$ cat src/rtl/bsg_chip_comm_link_credit_tx.sv
// Credit-based transmitter for one outbound comm-link channel: registered valid/data out,
// credits spent per word and replenished by rising edges of the asynchronous token wire.
module bsg_chip_comm_link_credit_tx #(
    parameter int width_p         = 9,
    parameter int credits_p       = 16,
    parameter int lg_decimation_p = 2,
    localparam int cw             = $clog2(credits_p + 1)
) (
    input  logic               clk_i,
    input  logic               reset_n_i,
    input  logic               v_i,
    input  logic [width_p-1:0] data_i,
    output logic               ready_o,
    output logic               chan_v_o,
    output logic [width_p-1:0] chan_data_o,
    input  logic               chan_tkn_i,
    output logic [cw-1:0]      credits_o,
    output logic               err_overflow_o
);

    // One extra bit so a token return on top of a full counter is visible before saturation.
    localparam logic [cw:0] credits_max_c   = (cw + 1)'(credits_p);
    localparam logic [cw:0] token_credits_c = (cw + 1)'(1 << lg_decimation_p);

    logic [cw-1:0] credits_r;
    logic          s1_r, s2_r, s3_r;
    logic          accept;
    logic          tkn_evt;
    logic [cw:0]   credits_sum;
    logic [cw-1:0] credits_next;
    logic          overflow;

    assign ready_o   = (credits_r != '0);
    assign accept    = v_i & ready_o;
    assign tkn_evt   = s2_r & ~s3_r;
    assign credits_o = credits_r;

    // NOTE: every signal written here gets an unconditional first assignment, so no latch is inferred.
    always_comb begin
        credits_sum = {1'b0, credits_r} - {{cw{1'b0}}, accept};
        if (tkn_evt) begin
            credits_sum = credits_sum + token_credits_c;
        end
        overflow     = (credits_sum > credits_max_c);
        credits_next = overflow ? credits_max_c[cw-1:0] : credits_sum[cw-1:0];
    end

    // NOTE: sequential state uses non-blocking assignments so every flop samples pre-edge values.
    always_ff @(posedge clk_i or negedge reset_n_i) begin
        if (!reset_n_i) begin
            s1_r <= 1'b0;
            s2_r <= 1'b0;
            s3_r <= 1'b0;
        end else begin
            s1_r <= chan_tkn_i;
            s2_r <= s1_r;
            s3_r <= s2_r;
        end
    end

    // Data holds when idle to avoid toggling the pad drivers.
    always_ff @(posedge clk_i or negedge reset_n_i) begin
        if (!reset_n_i) begin
            chan_v_o    <= 1'b0;
            chan_data_o <= '0;
        end else begin
            chan_v_o <= accept;
            if (accept) begin
                chan_data_o <= data_i;
            end
        end
    end

    always_ff @(posedge clk_i or negedge reset_n_i) begin
        if (!reset_n_i) begin
            credits_r      <= credits_max_c[cw-1:0];
            err_overflow_o <= 1'b0;
        end else begin
            credits_r <= credits_next;
            if (overflow) begin
                err_overflow_o <= 1'b1;
            end
        end
    end

endmodule

$ cat config.mk
export PLATFORM = sky130hd
export DESIGN_NAME = bsg_chip_comm_link_credit_tx
export DESIGN_NICKNAME = d
export VERILOG_FILES = /design/src/rtl/bsg_chip_comm_link_credit_tx.sv
export SDC_FILE = /design/constraint.sdc
export NUM_CORES = 1
export LEC_CHECK = 0
export ABC_CLOCK_PERIOD_IN_PS = 2840
export CORE_UTILIZATION = 39
export CTS_CLUSTER_DIAMETER = 150
export DETAILED_ROUTE_END_ITERATION = 7
export GPL_TIMING_DRIVEN = 0
export PLACE_DENSITY_LB_ADDON = 0.25
export SYNTH_ARGS = -nofsm -noshare
export SYNTH_HDL_FRONTEND = slang
export SYNTH_SLANG_ARGS = --single-unit
$ cat constraint.sdc
create_clock -name clk_i -period 2.84 [get_ports clk_i]
set_input_delay 0.568 -clock clk_i [delete_from_list [all_inputs] [get_ports clk_i]]
set_output_delay 0.568 -clock clk_i [all_outputs]
set_load 0.01 [all_outputs]
; ---- Word level (Yosys, flattened, before mapping)
; Cells that the tools add are included.
[totals]
reg_bits = 19
input_bits = 13
out_inout_bits = 17
[classes]
addsub = 2
n_lt_le_gt_ge = 1
muxes = 2
bitwise = 3
n_reduce_logical = 1
[op_table]
columns = cell, count
row1 = "adder 6 x 3 -> 6 bit, second input constant", 1
row2 = "> comparator 6 x 5 -> 1 bit, second input constant", 1
row3 = two-way mux 6 bit, 1
row4 = subtractor 5 x 1 -> 6 bit, 1
row5 = two-way mux 5 bit, 1
row6 = nonzero test 5 bit, 1
row7 = bitwise AND 1 bit, 2
row8 = NOT 1 bit, 1

; ---- Logic depth before layout (Yosys ltp)
[logic_depth]
ltp_word = 7
mapped_depth = 11

; ---- Worst setup path after synthesis
; Ideal clock, no wire load.
[synth_path]
kind = register to register
start = reg credits_r[2] (netlist: credits_o[2])
end = reg err_overflow_o
arrival_time_ps = 2802
required_ps = 2716
setup_slack_ps = -86
stages_incl_launch_ff = 12
synth_period_minus_slack_ps = 2926
path_cell_list = dfrtp_1 > nor4_1 > nand2_1 > nand2_2 > inv_1 > ha_1 > ha_1 > xor2_1 > ha_1 > nand4bb_1 > o41a_1 > a211o_1
[synth_via]
elab_chain_cells = 6
[synth_rtl]
columns = item, line
row1 = from (decl), 25  ; logic [cw-1:0] credits_r;
row2 = from (signal assigned), 76  ; credits_r <= credits_max_c[cw-1:0];
row3 = from (signal assigned), 79  ; credits_r <= credits_next;
row4 = nonzero test 5 bit (*), 33  ; assign ready_o = (credits_r != '0);
row5 = net ready_o, 13  ; output logic ready_o,
row6 = bitwise AND 1 bit (*), 34  ; assign accept = v_i & ready_o;
row7 = net accept, 27  ; logic accept;
row8 = subtractor 5 x 1 -> 6 bit (*), 40  ; credits_sum = {1'b0, credits_r} - {{cw{1'b0}}, accept};
row9 = adder 6 x 3 -> 6 bit, 42  ; credits_sum = credits_sum + token_credits_c;
row10 = two-way mux 6 bit (*), 41  ; if (tkn_evt) begin
row11 = > comparator 6 x 5 -> 1 bit (*), 44  ; overflow = (credits_sum > credits_max_c);
row12 = to (signal assigned), 77  ; err_overflow_o <= 1'b0;
row13 = to (signal assigned), 81  ; err_overflow_o <= 1'b1;
row14 = to (decl), 18  ; output logic err_overflow_o
; Mark *: on every way through the listed nets, which the timed path passes. The rest lies on a longest branch.
; A chain may end at the register's enable or synchronous reset.

; ---- Worst setup path after layout
[layout_path]
start = in v_i
end = reg err_overflow_o
[layout_via]
elab_chain_cells = 5
[layout_rtl]
columns = item, line
row1 = from (decl), 11  ; input logic v_i,
row2 = bitwise AND 1 bit (*), 34
row3 = net accept, 27
row4 = subtractor 5 x 1 -> 6 bit (*), 40
row5 = adder 6 x 3 -> 6 bit, 42
row6 = two-way mux 6 bit (*), 41
row7 = > comparator 6 x 5 -> 1 bit (*), 44
; Marks and branches as above.

==> summary.txt <==
Synthesis
  – Mapped Cells: 67
  – Syn Area/Cell: 13.02 um^2
  – Asr flop ratio synth: 100.0%
  – Main flop type after synthesis: dfrtp_1
  – EDFF count, synth: 0
  – Top-count cell post-synth: dfrtp_1
  – Post-synth top cells: 18 x dfrtp_1, 9 x mux2_1, 4 x inv_1
  – Sequential fraction of the synthesis area: 54.66%
  – Post-synth top area share: 51.65%
  – Yosys cell types: 26
  – Yosys reg bits: 19
  – Synth area leader: dfrtp_1
  – Synth area leaders: dfrtp_1 52%, mux2_1 12%, ha_1 4.3%
  – Ys Warns: 0
  – Mapped Area: 872.1 um^2
  – Net count after synthesis: 83

Min path
  – Min-delay src: s1_r
  – Worst hold path class: reg2reg
  – Worst Hold End: s2_r
  – Hold depth: 0

Clock network
  – H-tree levels: 1
  – Num Clock Sinks: 19
  – CTS root buffer: clkbuf_4
  – CTS tree: done
  – Clock Tree Buf Depth: 2
  – Inserted Clock Buffers: 3
  – CTS clk-pin slew, worst paths: 0.10 ns
  – Hold_buf cts: 0
  – Clock latency on the worst-skew pair: 0.29 ns

Layout
  – Layout cell share with drive strength beyond 1: 15.53%
  – Area Overhead vs Synth: 46.92%
  – ANT cells: 0
  – Net count, final: 120
  – Fillers: 170
  – Final core utilization: 63.37%

Power and ir drop
  – Maximum vdd drop: 543.7 uV
  – PwrDens: 987.9 nW/um^2
  – Design Power: 1.266 mW
  – Leak: 0.5247 nW

Status
  – Status: completed

Timing
  – Setup TNS: 0 ns
  – Slew Viols, Final: 0
  – RSZ-0062 raised after global routing: false
  – Final Hold Vio Count: 0
  – Tcrit/Tclk final: 93.44%
  – Clock Skew: 0.01107 ns
  – Max Freq: 0.3768 GHz
  – Worst-margin pin slew: 0.8491 ns
  – Final worst slack: 0.1864 ns
  – Max-slew headroom: 43.22%
  – Fin crit period: 2.654 ns
  – # setup viols final: 0

Critical path
  – Startpoint types: input port
  – Worst Path Buf+Inv: 2
  – CP max stage delay: 0.51 ns
  – Cell mode on critical path: ha_1
  – RR Startpoint: credits_o[1]
  – R2r setup slk: 0.19 ns
  – Crit path kind: in2reg
  – Reg-to-Reg End: err_overflow_o
  – CP max-delay cell: clkdlybuf4s50_1
  – WP data arrival: 2.83 ns
  – Setup crit end kind: flip-flop
  – Max FO, Critical Path: 4
  – R2R depth: 11
  – Crit path cell chain: clkdlybuf4s50_1, nand2_4, inv_1, ha_1, nor3b_1, xor2_1, ha_1, nand4bb_1, o41a_1, a211o_1
  – Critical path required time: 3.01 ns
  – Top delay family on crit path: buffers and inverters

GRT
  – Initial antenna violation count: 0
  – Vias in the first global route: 714
  – GRT overflow: 0
  – First-pass GRT wire length: 3036 um
  – Tot GR Track Use: 16.50%
  – Largest net degree at the start of global routing: 20

Run
  – Max cap viols: 0

Detailed routing
  – DRT iter0 DRCs: 2
  – Final WL: 1649 um
  – # DRC: 0
  – Drt via density: 5.062
  – Antenna viol nets, final: 0
  – First-pass iteration count of the detailed router: 2
  – DR vias: 658
  – Drt wl/cell: 12.68 um

Floorplan
  – Die ar.: 2429 um^2
  – I/O Pins: 30
  – Die Span X: 49.29 um
  – Core ar.: 2022 um^2
  – Effective utilization at floorplan: 43.13%
  – Die height: 49.29 um
  – Row count: 16

Place
  – Gp weighted congestion: 0.7682
  – Number of port buffers: 29
  – Worst slack at placement: -0.2457 ns
  – Final HPWL DP: 1222 um
==> cell usage in the layout (no fill, tap or decap), types with 3 or more instances in the layout <==
master,count
clkdlybuf4s50_1,29
a211oi_1,3
mux2_1,9
clkbuf_4,3
nand3_1,3
buf_4,3
inv_1,4
dfrtp_1,16
==> registers in the layout, summed over array words and instances, names as in the netlist <==
signal / cells
chan_data_o: 9
s2_r: 1
chan_v_o: 1
s1_r: 1
err_overflow_o: 1
s3_r: 1
credits_o: 5
==> metal layers <==
metal | GRT usage, % | up-vias | wire length [um]
met5 | 0 | - | 0
met2 | 27.63 | 20 | 828
met1 | 20.48 | 330 | 739
li1 | - | 306 | -
met3 | 3.427 | 2 | 73
met4 | 6.863 | 0 | 8
==> layout make-up <==
| class | count | area [um^2] | area share [%] |
|---|---|---|---|
| buffer | 1 | 3.754 | 0.2930 |
| clock buffer | 3 | 22.52 | 1.758 |
| clock inverter | 1 | 5.005 | 0.3906 |
| inverter | 4 | 15.01 | 1.172 |
| multi-input combinational | 43 | 409.1 | 31.93 |
| sequential | 19 | 479.2 | 37.40 |
| tap | 27 | 33.78 | 2.637 |
| timing repair buffer | 32 | 312.8 | 24.41 |
==> what timing repair did <==
action | in CTS | in global routing
pin swaps | 1 | 0
buffers inserted | 2 | 1
endpoints found under the setup margin | 6 | 4
resized for setup | 2 | 3
==> kinds of logic (layout without fill, tap and decap cells) <==
kind of cell	Yosys count	count (layout)	share of synthesized area, %
muxes	9	9	11.62
and+or+nand+nor	16	16	11.77
AOI/OAI and AO/OA	9	9	7.891
buffers and inverters	5	41	2.151
DFF	19	19	54.66
xor gates and xnor gates	6	6	7.605
adders and majority gates	3	3	4.305
==> through the flow <==
stage / std cells / hold WS, ns / area, um^2
after floorplan: 67 / 0.2724 / 890.9
after global placement: 123 / 0.3349 / 1215
after global routing: 130 / 0.3777 / 1281
after detailed placement: 123 / 0.3389 / 1215
after CTS: 129 / 0.3628 / 1267
final: 130 / 0.3581 / 1281
==> where the power goes <==
group,total (mW),internal [mW],leakage [nW],switching (mW)
clock network,0.131,0.0522,0.0177,0.0791
logic,0.703,0.400,0.286,0.303
registers,0.431,0.365,0.221,0.0662
==> worst max-delay path by stage <==
| stage | cells after the start | endpoint | slack (ns) | from |
|---|---|---|---|---|
| after global routing | 11 | err_overflow_o | 0.04 | credits_o[1] |
| final | 10 | err_overflow_o | 0.19 | v_i |
| after global placement | 10 | err_overflow_o | -0.19 | v_i |
| after floorplan | 11 | err_overflow_o | 0.03 | credits_o[2] |
| after detailed placement | 10 | err_overflow_o | -0.25 | v_i |
| after CTS | 11 | err_overflow_o | 0.03 | credits_o[2] |
(Power assumes the default switching activity.)
